**src/rtl/elpis_uart_tx_if.sv**
```systemverilog
`timescale 1ns/1ps
`default_nettype none
// ============================================================
// Module   : elpis_uart_tx_if
// Purpose  : byte handshake between a producer and the UART TX FIFO
// Revision : 1.0
// ============================================================
interface elpis_uart_tx_if;
  logic [7:0] data_i;
  logic       valid_i;
  logic       ready_o;

  modport master (
    output data_i,
    output valid_i,
    input  ready_o
  );

  modport slave (
    input  data_i,
    input  valid_i,
    output ready_o
  );
endinterface
`default_nettype wire

```
**src/rtl/elpis_uart_tx.sv**
```systemverilog
`timescale 1ns/1ps
`default_nettype none
// ============================================================
// Module   : elpis_uart_tx
// Purpose  : FIFO-buffered 8N1 UART transmitter, registered line output
// Revision : 1.0
// ============================================================
module elpis_uart_tx #(
  parameter int CLK_DIV    = 347,
  parameter int FIFO_DEPTH = 4
) (
  input  logic                        wb_clk_i,
  input  logic                        wb_rst_i,
  elpis_uart_tx_if.slave              bus,
  output logic                        tx_o,
  output logic                        busy_o,
  output logic [$clog2(FIFO_DEPTH):0] fifo_count_o
);

  localparam int ADDR_W = $clog2(FIFO_DEPTH);
  localparam int CNT_W  = ADDR_W + 1;
  localparam int TMR_W  = $clog2(CLK_DIV);
  localparam logic [TMR_W-1:0] TMR_LAST = TMR_W'(CLK_DIV - 1);
  localparam logic [CNT_W-1:0] CNT_FULL = CNT_W'(FIFO_DEPTH);

  typedef enum logic [1:0] {
    S_IDLE  = 2'd0,
    S_START = 2'd1,
    S_DATA  = 2'd2,
    S_STOP  = 2'd3
  } state_e;

  logic [7:0]        fifo_mem_q [FIFO_DEPTH];
  logic [ADDR_W-1:0] wr_ptr_q;
  logic [ADDR_W-1:0] rd_ptr_q;
  logic [CNT_W-1:0]  count_q;

  logic              w_push;
  logic              w_pop;
  logic              w_ready;
  logic              w_fifo_empty;
  logic              w_bit_end;
  logic [7:0]        w_head;

  state_e            state_q, state_d;
  logic [TMR_W-1:0]  timer_q, timer_d;
  logic [2:0]        idx_q, idx_d;
  logic [7:0]        shreg_q, shreg_d;
  logic              tx_q, tx_d;

  // ready depends only on the registered count, so a pop never bypasses a full FIFO
  assign w_ready      = (count_q != CNT_FULL);
  assign w_fifo_empty = (count_q == '0);
  assign w_push       = bus.valid_i && w_ready;
  assign w_head       = fifo_mem_q[rd_ptr_q];
  assign w_bit_end    = (timer_q == TMR_LAST);

  assign bus.ready_o  = w_ready;
  assign fifo_count_o = count_q;
  assign tx_o         = tx_q;
  assign busy_o       = (state_q != S_IDLE);

  always_ff @(posedge wb_clk_i) begin
    if (w_push) begin
      fifo_mem_q[wr_ptr_q] <= bus.data_i;
    end
  end

  always_ff @(posedge wb_clk_i or posedge wb_rst_i) begin
    if (wb_rst_i) begin
      wr_ptr_q <= '0;
      rd_ptr_q <= '0;
      count_q  <= '0;
    end else begin
      if (w_push) begin
        wr_ptr_q <= wr_ptr_q + ADDR_W'(1);
      end
      if (w_pop) begin
        rd_ptr_q <= rd_ptr_q + ADDR_W'(1);
      end
      case ({w_push, w_pop})
        2'b10:   count_q <= count_q + CNT_W'(1);
        2'b01:   count_q <= count_q - CNT_W'(1);
        default: count_q <= count_q;
      endcase
    end
  end

  always_ff @(posedge wb_clk_i or posedge wb_rst_i) begin
    if (wb_rst_i) begin
      state_q <= S_IDLE;
      timer_q <= '0;
      idx_q   <= '0;
      shreg_q <= '0;
      tx_q    <= 1'b1;
    end else begin
      state_q <= state_d;
      timer_q <= timer_d;
      idx_q   <= idx_d;
      shreg_q <= shreg_d;
      tx_q    <= tx_d;
    end
  end

  always_comb begin
    state_d = state_q;
    timer_d = timer_q;
    idx_d   = idx_q;
    shreg_d = shreg_q;
    w_pop   = 1'b0;
    case (state_q)
      S_IDLE: begin
        if (!w_fifo_empty) begin
          w_pop   = 1'b1;
          shreg_d = w_head;
          timer_d = '0;
          idx_d   = '0;
          state_d = S_START;
        end
      end
      S_START: begin
        if (w_bit_end) begin
          timer_d = '0;
          state_d = S_DATA;
        end else begin
          timer_d = timer_q + TMR_W'(1);
        end
      end
      S_DATA: begin
        if (w_bit_end) begin
          timer_d = '0;
          if (idx_q == 3'd7) begin
            idx_d   = '0;
            state_d = S_STOP;
          end else begin
            idx_d = idx_q + 3'd1;
          end
        end else begin
          timer_d = timer_q + TMR_W'(1);
        end
      end
      S_STOP: begin
        if (w_bit_end) begin
          timer_d = '0;
          // chain straight into the next frame so no idle gap appears on the line
          if (!w_fifo_empty) begin
            w_pop   = 1'b1;
            shreg_d = w_head;
            state_d = S_START;
          end else begin
            state_d = S_IDLE;
          end
        end else begin
          timer_d = timer_q + TMR_W'(1);
        end
      end
      default: state_d = S_IDLE;
    endcase
  end

  // Line level is a registered image of the current state, one cycle behind it
  always_comb begin
    tx_d = 1'b1;
    case (state_q)
      S_IDLE:  tx_d = 1'b1;
      S_START: tx_d = 1'b0;
      S_DATA:  tx_d = shreg_q[idx_q];
      S_STOP:  tx_d = 1'b1;
      default: tx_d = 1'b1;
    endcase
  end

endmodule
`default_nettype wire

```
**src/flat_wrapper.sv**
```systemverilog
// flat-port wrapper written by rule: the top's interface ports become plain ports
module elpis_uart_tx_flat 
#(
  parameter int CLK_DIV    = 347,
  parameter int FIFO_DEPTH = 4
)
  (wb_clk_i, wb_rst_i, tx_o, busy_o, fifo_count_o, bus_data_i, bus_valid_i, bus_ready_o);
  elpis_uart_tx_if bus_i ();
  input  logic wb_clk_i;
  input  logic wb_rst_i;
  output logic tx_o;
  output logic busy_o;
  output logic [$clog2(FIFO_DEPTH):0] fifo_count_o;
  input wire logic [$bits(bus_i.data_i)-1:0] bus_data_i;
  input wire logic [$bits(bus_i.valid_i)-1:0] bus_valid_i;
  output wire logic [$bits(bus_i.ready_o)-1:0] bus_ready_o;
  assign bus_i.data_i = bus_data_i;
  assign bus_i.valid_i = bus_valid_i;
  assign bus_ready_o = bus_i.ready_o;
  elpis_uart_tx #(.CLK_DIV(CLK_DIV), .FIFO_DEPTH(FIFO_DEPTH)) u_core (.wb_clk_i(wb_clk_i), .wb_rst_i(wb_rst_i), .bus(bus_i), .tx_o(tx_o), .busy_o(busy_o), .fifo_count_o(fifo_count_o));
endmodule
```
**config.mk**
```make
export PLATFORM = sky130hd
export DESIGN_NAME = elpis_uart_tx_flat
export DESIGN_NICKNAME = d
export VERILOG_FILES = /design/src/rtl/elpis_uart_tx_if.sv /design/src/rtl/elpis_uart_tx.sv /design/src/flat_wrapper.sv
export SDC_FILE = /design/constraint.sdc
export NUM_CORES = 1
export LEC_CHECK = 0
export ABC_AREA = 1
export CAP_MARGIN = 20
export CORE_MARGIN = 2
export CORE_UTILIZATION = 35
export CTS_CLUSTER_DIAMETER = 30
export DETAILED_ROUTE_END_ITERATION = 12
export PLACE_DENSITY = 0.53
export SLEW_MARGIN = 20
export SYNTH_ARGS = -nofsm -noshare
export SYNTH_HDL_FRONTEND = slang
export SYNTH_SLANG_ARGS = --single-unit
```
**constraint.sdc**
```tcl
create_clock -name wb_clk_i -period 3.55 [get_ports wb_clk_i]
set_input_delay 0.71 -clock wb_clk_i [delete_from_list [all_inputs] [get_ports wb_clk_i]]
set_output_delay 0.71 -clock wb_clk_i [all_outputs]
set_load 0.05 [all_outputs]
```
==> run metrics, run 1 <==
max cap viols 0; DR pass1 iterations 4; period utilization between 70% and 80%; GPL Wtd Cong 0.800; post-DR wirelength/cell 12.5 um; buffers inserted by post-CTS timing repair 0; metal3 WL around 170 um; Worst Skew about 0.013 ns; Clock transition at path regs ~0.08 ns; final hold violation count 0; met2 WL about 2600 um; core area 8260 sq um; worst path cell trace inv_1 > ha_1 > inv_1 > clkdlybuf4s50_1; Worst EP arrival about 2.0 ns; GRT overflow 0; chip height 96.5 um; Syn Area/Cell around 9.8 sq um; count of input and output buffers 16; WS Path Type reg -> out; Mapped Cells 306; io pins 17; Seq cells post-synth slightly above 60; residual DRC count 0; Layout area overhead 16.5%; die width roughly 97 um; Post-synth EDFFs 32; GR Util All Layers 13.5%; total number of vias roughly 2100; Total Nets Final between 300 and 400; Post-Route WL about 5500 um; RSZ-0062 raised after global routing no; Max FO, Critical Path 5; # rows 33; PostCTS Resize Cnt 0; initial DRC count 80; PnR worst setup slack about 0.84 ns; Period minus WS final between 2 and 3 ns; startpoint types flop; Die Area 9310 sq um; crit end category output port; sequential element share of the synthesized area between 50% and 60%; clock sinks between 60 and 70; Yosys Warn Count 0; critical path's largest stage delay about 0.79 ns; Starting Density a little over a third; worst-case clock buffer depth 2; CP max-delay cell clkdlybuf4s50_1; Synth cell types 33; Synth Flop Type edfxtp_1; Hold WS around 0.50 ns; CP delay by family, top buffers and inverters; post-DP HPWL 3800 um; first-pass GRT wire length between 9000 and 10000 um; cts bufs inserted 9; Post-Route M1 WL approximately 2600 um; slew at the pin closest to its max-slew limit approximately 0.83 ns; cts hold-fix bufs 0; final slew viol count 0; vias per inst between 4 and 5; Critical Path RT around 2.8 ns; Yosys top cell by area edfxtp_1; Pwr Density roughly 560 nW/um^2; Top Layer Used met4; Slew Limit Headroom around 44%; f_max ~0.37 GHz; number of global-route vias before repair around 2000; Async SR Flop Fraction about 48%; H-Tree Level Count 3; syn nets 332; later-pin clock latency in the skew report approximately 0.35 ns; most used cell, CP inv_1; outcome finished, final reports clean; post-synth top area share 32.1%; Final TNS setup 0 ns; CP Buf/Inv Count 3; remaining antenna violation count after routing 0; CTS tree built; CTS root buffer clkbuf_8; Post-Syn Area between 2000 and 3000 sq um; final setup fails 0; Tot Pwr 1.96 mW; Post-Place Setup Slack between 1 and 1.5 ns; synth top area cells edfxtp_1 32%, dfrtp_1 24%, nand2_1 8.1%; pin count of the biggest net entering global routing 31; VDD IR max ~0.33 mV; layout cells sized above 1 9.01%; initial antenna violation count 0; Worst Hold Class reg -> reg; Diodes inserted 0; Leakage 1.49 nW
## final cells by class
class,instances,area (sq um)
fillers,812,4770
repair buffers,17,168
clock buffers,9,124
multi-input cells,198,1100
flip-flops and latches,62,1710
inverters,40,150
well taps,105,131
clock inverters,7,104
## synthesized netlist by cell type (3+ instances only)
cell and n:
nand2_1 65, o21ai_0 25, nand4_1 6, dfrtp_1 29, ha_1 14, nand3_1 10, inv_1 38, o22ai_1 8
nor2_1 34, buf_2 3, edfxtp_1 32, o21a_1 7, a21oi_1 7
## routing by layer
layer / track usage, % / vias to the layer above
li1: - / 1056
met1: 16.2 / 969
met2: 22.2 / 23
met3: 4.42 / 8
met4: 5.63 / 0
met5: 0 / -
## where the power goes
group          internal (mW)  total [mW]  switching [mW]  leakage [nW]
clock                  0.405       0.712           0.307         0.115
sequential             0.868       0.908          0.0401         0.658
combinational          0.107       0.342           0.235         0.720
total                   1.38        1.96           0.582          1.49
## worst reg2reg max path, cell delays in order, from the launching register on
cell     delay (ns)
dfrtp_1        0.41
inv_1          0.08
ha_1           0.15
nand2_1        0.08
inv_1          0.06
nand3_1        0.08
o21ai_1        0.27
nand2_1        0.12
inv_1          0.07
ha_1           0.13
inv_1          0.06
fa_1           0.38
a21oi_1        0.15
o21ai_0        0.11
xor2_1         0.15
## path summary, 6_finish.rpt
check	from	to	slack (ns)	cells after the start
hold reg to reg	u_core.shreg_q[0]$_DFFE_PP0P_	u_core.shreg_q[0]$_DFFE_PP0P_	0.50	2
setup / recovery	u_core.state_q[0]$_DFFE_PP0P_	busy_o	0.84	4
setup reg to reg	u_core.timer_q[0]$_DFFE_PP0P_	u_core.fifo_count_o[2]$_DFFE_PP0P_	1.14	14
max in group asynchronous	wb_rst_i	u_core.tx_o$_DFF_PP1_	2.49	3
hold / removal	u_core.shreg_q[0]$_DFFE_PP0P_	u_core.shreg_q[0]$_DFFE_PP0P_	0.50	2
min in group asynchronous	wb_rst_i	u_core.wr_ptr_q[0]$_DFFE_PP0P_	0.73	3
## sequential cells by signal, indices dropped and copies added (netlist names)
name and flops:
u_core.shreg_q 8, u_core.tx_o 1, u_core.fifo_mem_q 32, u_core.wr_ptr_q 2
u_core.state_q 2, u_core.idx_q 3, u_core.rd_ptr_q 2, u_core.timer_q 9
u_core.fifo_count_o 3
## through the flow
stage / util, % / area, sq um / std cells
2_1_floorplan: - / 3000 / 306
3_3_place_gp: 39.5 / 3260 / 422
3_5_place_dp: 39.5 / 3260 / 422
4_1_cts: 42.2 / 3490 / 438
5_1_grt: 42.2 / 3490 / 438
6_report: 42.2 / 3490 / 438
## kinds of logic (layout without fill, tap and decap cells)
family / Yosys count / in the layout / share of synthesized area (%)
AND/OR/NAND/NOR: 127 / 127 / 18.9
flip-flops: 62 / 62 / 57.2
AO/OA/AOI/OAI: 53 / 53 / 10.4
buffers and inverters: 46 / 73 / 6.14
adder cells (fa/ha/maj): 15 / 15 / 6.52
XOR/XNOR: 3 / 3 / 0.877
## placed cells by master (no fill, tap or decap), drive strengths merged
cell / count
a21oi: 8
a31oi: 1
buf: 1
bufinv: 2
clkbuf: 9
clkdlybuf4s50: 16
clkinv: 2
dfrtp: 29
dfstp: 1
edfxtp: 32
fa: 1
ha: 14
inv: 43
nand2: 68
nand3: 12
nand3b: 2
nand4: 6
nor2: 36
o21a: 7
o21ai: 27
o21bai: 2
o22ai: 8
or2: 3
xnor2: 1
xor2: 2
(Power assumes the default switching activity.)
==> run 2, diff against run 1 <==
--- a/config.mk
+++ b/config.mk
@@ -11,7 +11,7 @@
 export CORE_UTILIZATION = 35
 export CTS_CLUSTER_DIAMETER = 30
 export DETAILED_ROUTE_END_ITERATION = 12
-export PLACE_DENSITY = 0.53
+export PLACE_DENSITY = 0.54
 export SLEW_MARGIN = 20
 export SYNTH_ARGS = -nofsm -noshare
 export SYNTH_HDL_FRONTEND = slang
==> constraint.sdc (replaced) <==
create_clock -name wb_clk_i -period 2.2 [get_ports wb_clk_i]
set_input_delay 0.44 -clock wb_clk_i [delete_from_list [all_inputs] [get_ports wb_clk_i]]
set_output_delay 0.44 -clock wb_clk_i [all_outputs]
set_load 0.05 [all_outputs]
==> run 2 against run 1 <==
Net effect: count of clock-buffer cells in the layout is the same; critical path depth grew 10; combinational power grew 85%; largest cell class unchanged; highest routed layer unchanged; critical path type is now reg -> reg.
==> run metrics, run 2 (same netlist as run 1, synthesis figures left out) <==
outcome finished, final reports clean (unchanged); CTS tree built (unchanged); later-pin clock latency in the skew report 0.34 ns (was 0.35 ns); Slew Limit Headroom 64.0% (was 44.3%); pin count of the biggest net entering global routing 31 (unchanged); Regs by FF count u_core.fifo_mem_q: 32 flops, u_core.timer_q: 9 flops, u_core.shreg_q: 8 flops (unchanged); die width 96.5 um (unchanged); Leakage 1.57 nW (was 1.49 nW); PnR worst setup slack 0.0801 ns (was 0.836 ns); chip height 96.5 um (unchanged); Clock transition at path regs 0.08 ns (about the same); core area 8260 sq um (unchanged); slew at the pin closest to its max-slew limit 0.539 ns (was 0.832 ns); worst-case clock buffer depth 2 (unchanged); vias per inst 4.67 (was 4.69); Die Area 9310 sq um (unchanged); initial DRC count 76 (was 80); Reg2Reg Capture Point u_core.fifo_count_o[2]$_DFFE_PP0P_ (unchanged); clock sinks 62 (unchanged); GR Util All Layers 14.0% (was 13.5%); CTS root buffer clkbuf_8 (unchanged); Worst EP arrival 2.34 ns (was 2.00 ns); setup slack, reg-to-reg 0.08 ns (was 1.14 ns); DR pass1 iterations 4 (unchanged); GRT overflow 0 (unchanged); WS Path Type reg -> reg (was reg -> out); footprint of the multi-input gates 1170 sq um (was 1100 sq um); # rows 33 (unchanged); most frequent cells in the layout 61 x nand2_1, 34 x inv_1, 32 x nor2_1, 32 x edfxtp_1, 26 x dfrtp_1 (was 65 x nand2_1, 38 x inv_1, 34 x nor2_1, 32 x edfxtp_1, 29 x dfrtp_1); filler instances 814 (was 812); period utilization 96.4%; startpoint types flop (unchanged); initial antenna violation count 0 (unchanged); RSZ-0062 raised after global routing yes (was no); Pwr Density 889 nW/um^2 (was 562 nW/um^2); Worst Reg-to-Reg Cells 14 (unchanged); H-Tree Level Count 3 (unchanged); Largest Register u_core.fifo_mem_q (unchanged); io pins 17 (unchanged); Max FO, Critical Path 3 (was 5); residual DRC count 0 (unchanged); number of global-route vias before repair 2090 (was 1992); max cap viols 0 (unchanged); Post-Place Setup Slack -0.0297 ns (was 1.03 ns); remaining antenna violation count after routing 0 (unchanged); post-DP HPWL 4040 um (was 3800 um); R2R Path Start u_core.timer_q[0]$_DFFE_PP0P_ (unchanged); post-DR wirelength/cell 12.6 um (was 12.5 um); final slew viol count 0 (unchanged); Critical Path RT 2.42 ns (was 2.84 ns); Post-Route WL 5680 um (was 5470 um); commonest non-fill, non-tap cell in the layout nand2_1 (unchanged); total number of vias 2111 (was 2056); final hold violation count 0 (unchanged); Starting Density 36.3% (unchanged); Layout area overhead 22.5% (was 16.5%); Worst Skew 0.00960 ns (was 0.0130 ns); first-pass GRT wire length 9730 um (was 9290 um); Period minus WS final between 2 and 2.5 ns; GPL Wtd Cong 0.799 (was 0.800); Diodes inserted 0 (unchanged); count of input and output buffers 16 (unchanged); crit end category flop (was output port); Total Nets Final 368 (was 354); Reg area 1720 sq um (was 1710 sq um); Largest register FFs 32 (unchanged); VDD IR max 0.530 mV (was 0.328 mV); layout cells sized above 1 18.7% (was 9.01%); Tot Pwr 3.26 mW (was 1.96 mW); cts bufs inserted 9 (unchanged); final setup fails 0 (unchanged); f_max around 0.47 GHz; Worst Hold Class in -> async (was reg -> reg)
-- run 2: worst max-delay path by stage --
stage | cells past startpoint | start | end | slack, ns
floorplan | 12 | u_core.fifo_count_o[0]$_DFFE_PP0P_ | u_core.fifo_count_o[2]$_DFFE_PP0P_ | 0.009
global placement | 14 | u_core.timer_q[0]$_DFFE_PP0P_ | u_core.fifo_count_o[2]$_DFFE_PP0P_ | 0.05
detailed placement | 14 | u_core.timer_q[0]$_DFFE_PP0P_ | u_core.fifo_count_o[2]$_DFFE_PP0P_ | -0.03
CTS | 14 | u_core.timer_q[0]$_DFFE_PP0P_ | u_core.fifo_count_o[2]$_DFFE_PP0P_ | 0.008
global route | 14 | u_core.timer_q[0]$_DFFE_PP0P_ | u_core.fifo_count_o[2]$_DFFE_PP0P_ | -0.05
finish | 14 | u_core.timer_q[0]$_DFFE_PP0P_ | u_core.fifo_count_o[2]$_DFFE_PP0P_ | 0.08
-- run 2: what timing repair did --
action / CTS / global route
setup endpoints to repair: 1 / 2
pin swaps: 0 / 5
endpoints found under the hold margin: 0 / 0
resized for setup: 1 / 14
buffers inserted: 0 / 2
hold buffers: 0 / 0
-- run 2: area by class of cell --
class	instances	share of cell area, %
repair buffers	31	7.43
clock buffers	9	3.38
clock inverters	7	2.83
well taps	105	3.58
inverters	40	4.09
flip-flops and latches	62	46.8
multi-input cells	198	31.9
-- run 2: critical path, stage by stage, from the launching register on --
cell and delay (ns):
dfrtp_1 0.39, inv_2 0.08, ha_4 0.14, nand2_4 0.05
inv_2 0.04, nand3_2 0.07, o21ai_2 0.16, nand2_1 0.08
inv_1 0.07, ha_2 0.17, inv_2 0.05, fa_2 0.37
a21oi_2 0.11, o21ai_1 0.08, xor2_1 0.14
-- run 2: routing by layer --
metal | global-route usage, % | vias to the layer above | wire [um]
met2 | 23.6 | 32 | 2750
met1 | 17.0 | 991 | 2650
li1 | - | 1084 | -
met4 | 4.93 | 0 | 56
met3 | 4.03 | 4 | 220
met5 | 0 | - | 0
-- run 2: where the power goes --
group	total, mW	leakage [nW]	internal (mW)	switching, mW
Combinational	0.631	0.800	0.228	0.403
Sequential	1.48	0.655	1.40	0.0811
Clock	1.15	0.115	0.654	0.494
Total	3.26	1.57	2.28	0.978
-- run 2: metrics by stage --
step	instances	instance area, sq um	hold slack [ns]	utilization, %	TNS (ns)
2_1_floorplan	306	3020	0.460	-	0
3_3_place_gp	434	3380	0.488	40.9	0
3_5_place_dp	434	3380	0.490	40.9	-0.0297
4_1_cts	450	3610	0.487	43.7	0
5_1_grt	452	3670	0.552	44.4	-0.0466
6_report	452	3670	0.475	44.4	0
